**src/rtl/noc_leaf_injector.sv**
```systemverilog
// Credit-based injection stage from a client packet stream into a NoC leaf.
// Round-robin VC selection among VCs holding credit; illegal dests dropped.
module noc_leaf_injector #(
    parameter int N             = 32,
    parameter int A_W           = 6,
    parameter int D_W           = 32,
    parameter int VC_W          = 8,
    parameter int VC_FIFO_DEPTH = 4,
    parameter int CNT_W         = 16
) (
    input  logic                 clk,
    input  logic                 rst_n,
    input  logic                 in_valid,
    output logic                 in_ready,
    input  logic [A_W-1:0]       in_dest,
    input  logic [D_W-1:0]       in_data,
    output logic [VC_W-1:0]      vc_target,
    output logic [A_W+D_W-1:0]   packet,
    input  logic [VC_W-1:0]      vc_credit_gnt,
    output logic [CNT_W-1:0]     sent_count,
    output logic [CNT_W-1:0]     drop_count,
    output logic                 credit_err
);

    localparam int CR_W  = $clog2(VC_FIFO_DEPTH);
    localparam int PTR_W = $clog2(VC_W);
    localparam logic [CR_W-1:0]  CR_MAX  = CR_W'(VC_FIFO_DEPTH - 1);
    localparam logic [A_W:0]     N_LIM   = (A_W + 1)'(N);
    localparam logic [CNT_W-1:0] CNT_MAX = '1;
    localparam logic [PTR_W:0]   VC_LIM  = (PTR_W + 1)'(VC_W);

    logic [CR_W-1:0]      r_credit [VC_W];
    logic [PTR_W-1:0]     r_ptr;
    logic [VC_W-1:0]      r_vc;
    logic [A_W+D_W-1:0]   r_pkt;
    logic [CNT_W-1:0]     r_sent;
    logic [CNT_W-1:0]     r_drop;
    logic                 r_err;

    logic [VC_W-1:0]      w_has;
    logic [VC_W-1:0]      w_dec;
    logic [VC_W-1:0]      w_over;
    logic [PTR_W-1:0]     w_sel;
    logic [PTR_W-1:0]     w_sel_nxt;
    logic [PTR_W:0]       w_idx;
    logic                 w_found;
    logic                 w_acc;
    logic                 w_legal;
    logic                 w_emit;
    logic                 w_drop;

    always_comb begin
        for (int v = 0; v < VC_W; v++) begin
            w_has[v] = (r_credit[v] != '0);
        end
    end

    assign in_ready = |w_has;

    // Rotating priority scan starting at r_ptr.
    always_comb begin
        w_sel   = r_ptr;
        w_found = 1'b0;
        w_idx   = '0;
        for (int i = 0; i < VC_W; i++) begin
            w_idx = {1'b0, r_ptr} + (PTR_W + 1)'(i);
            if (w_idx >= VC_LIM) begin
                w_idx = w_idx - VC_LIM;
            end
            if (!w_found && w_has[w_idx[PTR_W-1:0]]) begin
                w_sel   = w_idx[PTR_W-1:0];
                w_found = 1'b1;
            end
        end
    end

    assign w_sel_nxt = (w_sel == PTR_W'(VC_W - 1)) ? '0 : w_sel + 1'b1;

    assign w_acc   = in_valid && in_ready;
    assign w_legal = ({1'b0, in_dest} < N_LIM);
    assign w_emit  = w_acc && w_legal;
    assign w_drop  = w_acc && !w_legal;

    always_comb begin
        for (int v = 0; v < VC_W; v++) begin
            w_dec[v]  = w_emit && (w_sel == PTR_W'(v));
            w_over[v] = vc_credit_gnt[v] && !w_dec[v] &&
                        (r_credit[v] == CR_MAX);
        end
    end

    // A return and a decrement on the same VC cancel out.
    always_ff @(posedge clk or negedge rst_n) begin
        if (!rst_n) begin
            for (int v = 0; v < VC_W; v++) begin
                r_credit[v] <= CR_MAX;
            end
        end else begin
            for (int v = 0; v < VC_W; v++) begin
                if (w_dec[v] && !vc_credit_gnt[v]) begin
                    r_credit[v] <= r_credit[v] - 1'b1;
                end else if (!w_dec[v] && vc_credit_gnt[v] &&
                             r_credit[v] != CR_MAX) begin
                    r_credit[v] <= r_credit[v] + 1'b1;
                end
            end
        end
    end

    always_ff @(posedge clk or negedge rst_n) begin
        if (!rst_n) begin
            r_ptr  <= '0;
            r_vc   <= '0;
            r_pkt  <= '0;
            r_sent <= '0;
            r_drop <= '0;
            r_err  <= 1'b0;
        end else begin
            r_vc  <= '0;
            r_pkt <= '0;
            if (w_emit) begin
                r_ptr <= w_sel_nxt;
                r_vc  <= VC_W'(1) << w_sel;
                r_pkt <= {in_dest, in_data};
                if (r_sent != CNT_MAX) begin
                    r_sent <= r_sent + 1'b1;
                end
            end
            if (w_drop && r_drop != CNT_MAX) begin
                r_drop <= r_drop + 1'b1;
            end
            if (|w_over) begin
                r_err <= 1'b1;
            end
        end
    end

    assign vc_target  = r_vc;
    assign packet     = r_pkt;
    assign sent_count = r_sent;
    assign drop_count = r_drop;
    assign credit_err = r_err;

endmodule

```
**config.mk**
```make
export PLATFORM = sky130hd
export DESIGN_NAME = noc_leaf_injector
export DESIGN_NICKNAME = d
export VERILOG_FILES = /design/src/rtl/noc_leaf_injector.sv
export SDC_FILE = /design/constraint.sdc
export NUM_CORES = 1
export LEC_CHECK = 0
export ABC_AREA = 0
export ABC_CLOCK_PERIOD_IN_PS = 8300
export BUFFER_PORTS_ARGS = -buffer_cell sky130_fd_sc_hd__buf_2
export CAP_MARGIN = 0
export CORE_MARGIN = 5
export CORE_UTILIZATION = 58
export CTS_BUF_LIST = sky130_fd_sc_hd__clkbuf_16
export DETAILED_ROUTE_END_ITERATION = 12
export PLACE_DENSITY = 0.84
export SYNTH_ARGS = -nofsm -noshare
export SYNTH_HDL_FRONTEND = slang
export SYNTH_SLANG_ARGS = --single-unit
```
**constraint.sdc**
```tcl
create_clock -name clk -period 8.3 [get_ports clk]
set_input_delay 0.83 -clock clk [delete_from_list [all_inputs] [get_ports clk]]
set_output_delay 0.83 -clock clk [all_outputs]
set_load 0.03 [all_outputs]
```
Word level (Yosys, flattened, before mapping)
Cells that the tools add are included.

Input port bits: 49. Flip-flop bits (word level): 98. Output and inout bits: 80. Word-level logic and storage cells: 244.

Equality and inequality tests: 25. Muxes and demuxes: 58. $add $sub $neg: 34. Shift operators: 1. Reduce and logical (&&, ||, !) cells: 95. $lt $le $gt $ge: 17.

Operator list (number): 1-bit logical AND (51); 3-bit two-way mux (17); 38-bit two-way mux (1); 16-bit by 1-bit adder with 16-bit output (second input constant) (2); 3-bit by 4-bit < comparator with 1-bit output (second input constant) (8); 2-bit two-way mux (16); 16-bit != test (second input constant) (2); 2-bit nonzero test (16); 4-bit >= comparator (second input constant) (7); 1-bit binary-select mux with 3-bit select (8); 1-bit logical NOT (24); 3-bit by 1-bit subtractor with 3-bit output (second input constant) (8); 2-bit by 1-bit adder with 2-bit output (second input constant) (8); 3-bit by 3-bit adder with 4-bit output (second input constant) (4); 2-bit equality test (second input constant) (8); 2-bit != test (second input constant) (8); 8-bit OR reduction (2); 2-bit by 1-bit subtractor with 2-bit output (second input constant) (8); 1-bit two-way mux (15); 3-bit equality test (second input constant) (4); 3-bit by 2-bit adder with 4-bit output (second input constant) (2); 8-bit two-way mux (1); 1-bit by 3-bit left shift with 8-bit output (first input constant) (1); 3-bit by 2-bit equality test with 1-bit output (second input constant) (2); other kinds (7) (7).

Logic depth before layout (Yosys ltp)
Depth in word-level cells: 33. Mapped depth: 20. Gate-level depth less buffers: 17.

Worst setup path after synthesis
OpenSTA, ideal clock, no wires.

Kind: register to register. Start: register r_ptr[1]. End: register r_err (netlist: credit_err). Buffers on the path: 1. Arrival: 3536 ps. Stages on the path, launching flop included: 16. Path slack: 4631 ps. Setup time: 133 ps. Path through: dfrtp_1 > clkinv_1 > ha_1 > clkbuf_1 > mux4_2 > nor4_2 > o21ai_0 > o21ai_0 > xnor2_1 > ha_1 > ha_1 > nand2_1 > and2_1 > a31o_2 > a31oi_1 > nand4_1.

Cells in the longest elaborated chain, start to end: 32.

Ends and longest elaborated chain: start: declaration (line 33) `logic [PTR_W-1:0] r_ptr;`; start signal: assignment (line 122) `r_ptr <= w_sel_nxt;`; branches (longest 25 deep; another with 3-bit by 1-bit adder with 4-bit output); 3-bit two-way mux (*) (line 70) `if (!w_found && w_has[w_idx[PTR_W-1:0]]) begin`; 3-bit by 1-bit equality test with 1-bit output, or another cell as far along (line 86) `w_dec[v] = w_emit && (w_sel == PTR_W'(v));`; 1-bit logical AND (line 86); 1-bit logical NOT (line 87) `w_over[v] = vc_credit_gnt[v] && !w_dec[v] &&`; 1-bit logical AND (2 in series) (line 87); 8-bit OR reduction (*) (line 132) `if (|w_over) begin`; end signal: assignment (line 117) `r_err <= 1'b0;`; end signal: assignment (line 133) `r_err <= 1'b1;`; end: declaration (line 38) `logic r_err;`.

Every way passes the cells marked *. The select of a mux whose other input is x is not followed. A chain may end at the register's enable or synchronous reset.

Worst setup path in the final report
Start: register r_ptr[0]. End: register r_err (netlist: credit_err).

The elaborated chain is that of the path after synthesis.

==> metrics.yaml <==
dp_slack_ns: 3.32
antenna_found_initial: 1
syn-cell-area_um2: 5330
cts_tree: "built"
ys_types: 71
hold_viol: 0
cts_buffers: 9
drt_iter0_markers: 282
die_x_um: 106
syn_inst: 512
drv_cap: 0
worst-setup-path-type: "reg -> reg"
endpoint_kind: "register"
htree_levels: 3
fin_skew_ns: 0.00891
initial_core_util: 0.585
worstSetupStartpointType: "register"
period_share: 0.607
critPathRequiredTime_ns: 8.51
critical_path.max_fanout: 28
io_pins: 129
fmax_mhz: 198
finalSetupViolCount: 0
slew_headroom: 0.363
grt_max_degree: 77
slew_violations: 0
dieArea_um2: 11200
synth_ff_type: "dfrtp_1"
overflow: 0
cts_resized: 0
stdcell_area_um2: 6270
drive_above_1_share: 0.315
synth-edff-count: 0
worst_slew_pin_slew_ns: 0.956
cellPowerDensity_nw_per_um2: 222
hold_buffers: 0
drtAntennaViolNets: 0
status: "finished clean"
p_leak_nw: 3.06
rows: 35
post_cts_buffers: 0
fin_crit_ns: 5.04
yosysSeqAreaShare: 0.464
cts.path.max_buffers: 2
fin_tns_setup_ns: 0
finalCoreUtilization: 0.688
clk-insertion-delay-late_ns: 0.34
clock_sinks: 98
grt_use_total: 0.263
rsz0062_at_grt: "false"
yosys_register_bits: 98
yosysWarnings: 0
syn_avg_cell_area_um2: 10.4
crit_arrival_ns: 5.26
grt_pass1_vias: 4486
hold_path_class: "in -> async"
die_h_um: 106
dp_hpwl_mm: 10.6
wirelength_mm: 14.1
nets: 684
cts_root_buf: "clkbuf_16"
via_count: 4407
async_flop_share: 1.00
viasPerCell: 5.93
timing.final.ws_setup_ns: 3.26
io_buffers: 128
wl_per_cell_um: 19.0
finalWeightedCongestion: 0.949
drc: 0
peakVddDrop_uv: 149
place_area_um2: 5970
area_growth_pct: 17.6
core_area_um2: 9110
grt_pass1_wl_mm: 23.4
cts.clk_slew.worst_paths_ns: 0.07
syn_nets: 570
dr.pass1.iters: 5
## registers in the layout, indices dropped and copies added (netlist names)
signal	cells
credit_err	1
drop_count	16
packet	38
r_credit	16
r_ptr	3
sent_count	16
vc_target	8
## per-layer routing
layer  up-vias  track usage  wire length (µm)
met3        27       0.0686              1280
met2       238        0.452              7140
li1       2041            -                 -
met4         0       0.0842               277
met1      2101        0.324              5410
met5         -            0                 0
## synthesized netlist by cell type, types with 3 or more instances
library cell,number,share of area
nor2b_1,4,0.0047
a31oi_1,4,0.0047
dfrtp_1,82,0.39
a221o_1,4,0.0075
a21oi_1,16,0.015
buf_2,10,0.0094
a211oi_1,5,0.0070
nand2_1,32,0.023
nand3b_1,3,0.0042
nor3_1,13,0.012
o21bai_1,3,0.0042
nor4_1,4,0.0047
o21ai_0,15,0.014
and2_1,45,0.053
buf_6,4,0.0085
a21boi_0,4,0.0056
o221a_2,3,0.0063
a21o_1,4,0.0056
nor2_1,38,0.027
or2_1,4,0.0047
xor2_1,9,0.015
ha_1,9,0.021
mux2_2,4,0.0085
o22ai_1,4,0.0047
or3_1,3,0.0035
nand4_1,16,0.019
nand3_1,12,0.011
mux2i_1,10,0.019
and3_1,6,0.0070
o211ai_1,3,0.0042
nand2b_1,8,0.0094
xnor2_1,26,0.043
clkbuf_1,9,0.0063
inv_1,18,0.013
dfstp_2,16,0.079
mux4_2,12,0.051
## through the flow
step / hold WS, ns / std cells / power, mW
2_1_floorplan: 0.495 / 512 / 0.886
6_report: 0.370 / 743 / 1.39
5_1_grt: 0.388 / 743 / 1.47
3_3_place_gp: 0.473 / 726 / 0.987
4_1_cts: 0.375 / 742 / 1.40
3_5_place_dp: 0.477 / 726 / 0.998
## cell type report
class	instances	area [µm²]
diodes	1	2.50
clock buffers	9	225
clock inverters	7	63.8
fillers	697	2840
inverters	21	78.8
multi-input cells	366	2630
flip-flops and latches	98	2470
well taps	111	139
repair buffers	130	658
## power breakdown
group          switching, mW  total [mW]  leakage (nW)  internal [mW]
Combinational          0.246       0.391          1.66          0.146
Sequential            0.0781       0.603          1.26          0.524
Clock                  0.187       0.395         0.139          0.208
Total                  0.511        1.39          3.06          0.878
## worst paths after layout
kind / to / slack (ns) / cells after the start / start
worst max-delay path: credit_err / 3.26 / 14 / r_ptr[0]
worst min-delay path: sent_count[4] / 0.37 / 1 / rst_n
worst max register to register: credit_err / 3.26 / 14 / r_ptr[0]
worst min register to register: sent_count[9] / 0.49 / 1 / sent_count[9]
max in group asynchronous: vc_target[4] / 6.68 / 2 / rst_n
min in group clk: sent_count[9] / 0.49 / 1 / sent_count[9]
## cell usage in the layout, fill, tap and decap left out, types with 3 or more instances in the layout
cell	n
o21bai_1	3
inv_1	18
and3_1	6
o21ai_0	15
o22ai_1	4
a21o_1	4
a221o_1	4
a211oi_1	5
a21oi_1	16
clkbuf_16	9
or2_1	4
buf_2	127
o211ai_1	3
or3_1	3
nor2b_1	3
nor4_1	4
dfstp_2	16
xor2_1	9
xnor2_1	26
buf_4	3
nand3_1	12
nand2b_1	8
and2_1	45
o221a_2	3
mux2_2	4
nand2_1	32
nand4_1	16
mux4_2	12
a21boi_0	4
mux2i_1	10
a31oi_1	4
ha_1	9
nand3b_1	3
nor2_1	38
nor3_1	13
dfrtp_1	82
## logic make-up after synthesis
logic type | share of synthesized area
xor gates and xnor gates | 0.0606
other | 0.000704
DFF | 0.464
AOI/OAI and AO/OA | 0.128
and+or+nand+nor | 0.204
buffers and inverters | 0.0437
adders and majority gates | 0.0211
muxes | 0.0780
## critical path, stage by stage, from the launching register on
cell     delay (ns)
dfrtp_1        0.97
inv_2          0.27
ha_1           0.71
mux4_2         0.67
nor4_2         0.51
o21ai_0        0.15
o21ai_0        0.14
xnor2_1        0.25
ha_1           0.23
ha_1           0.14
nand2_1        0.08
and2_1         0.25
a31o_2         0.26
a31oi_1        0.17
nand4_1        0.09
No activity file was read; power rests on OpenSTA's default activity.
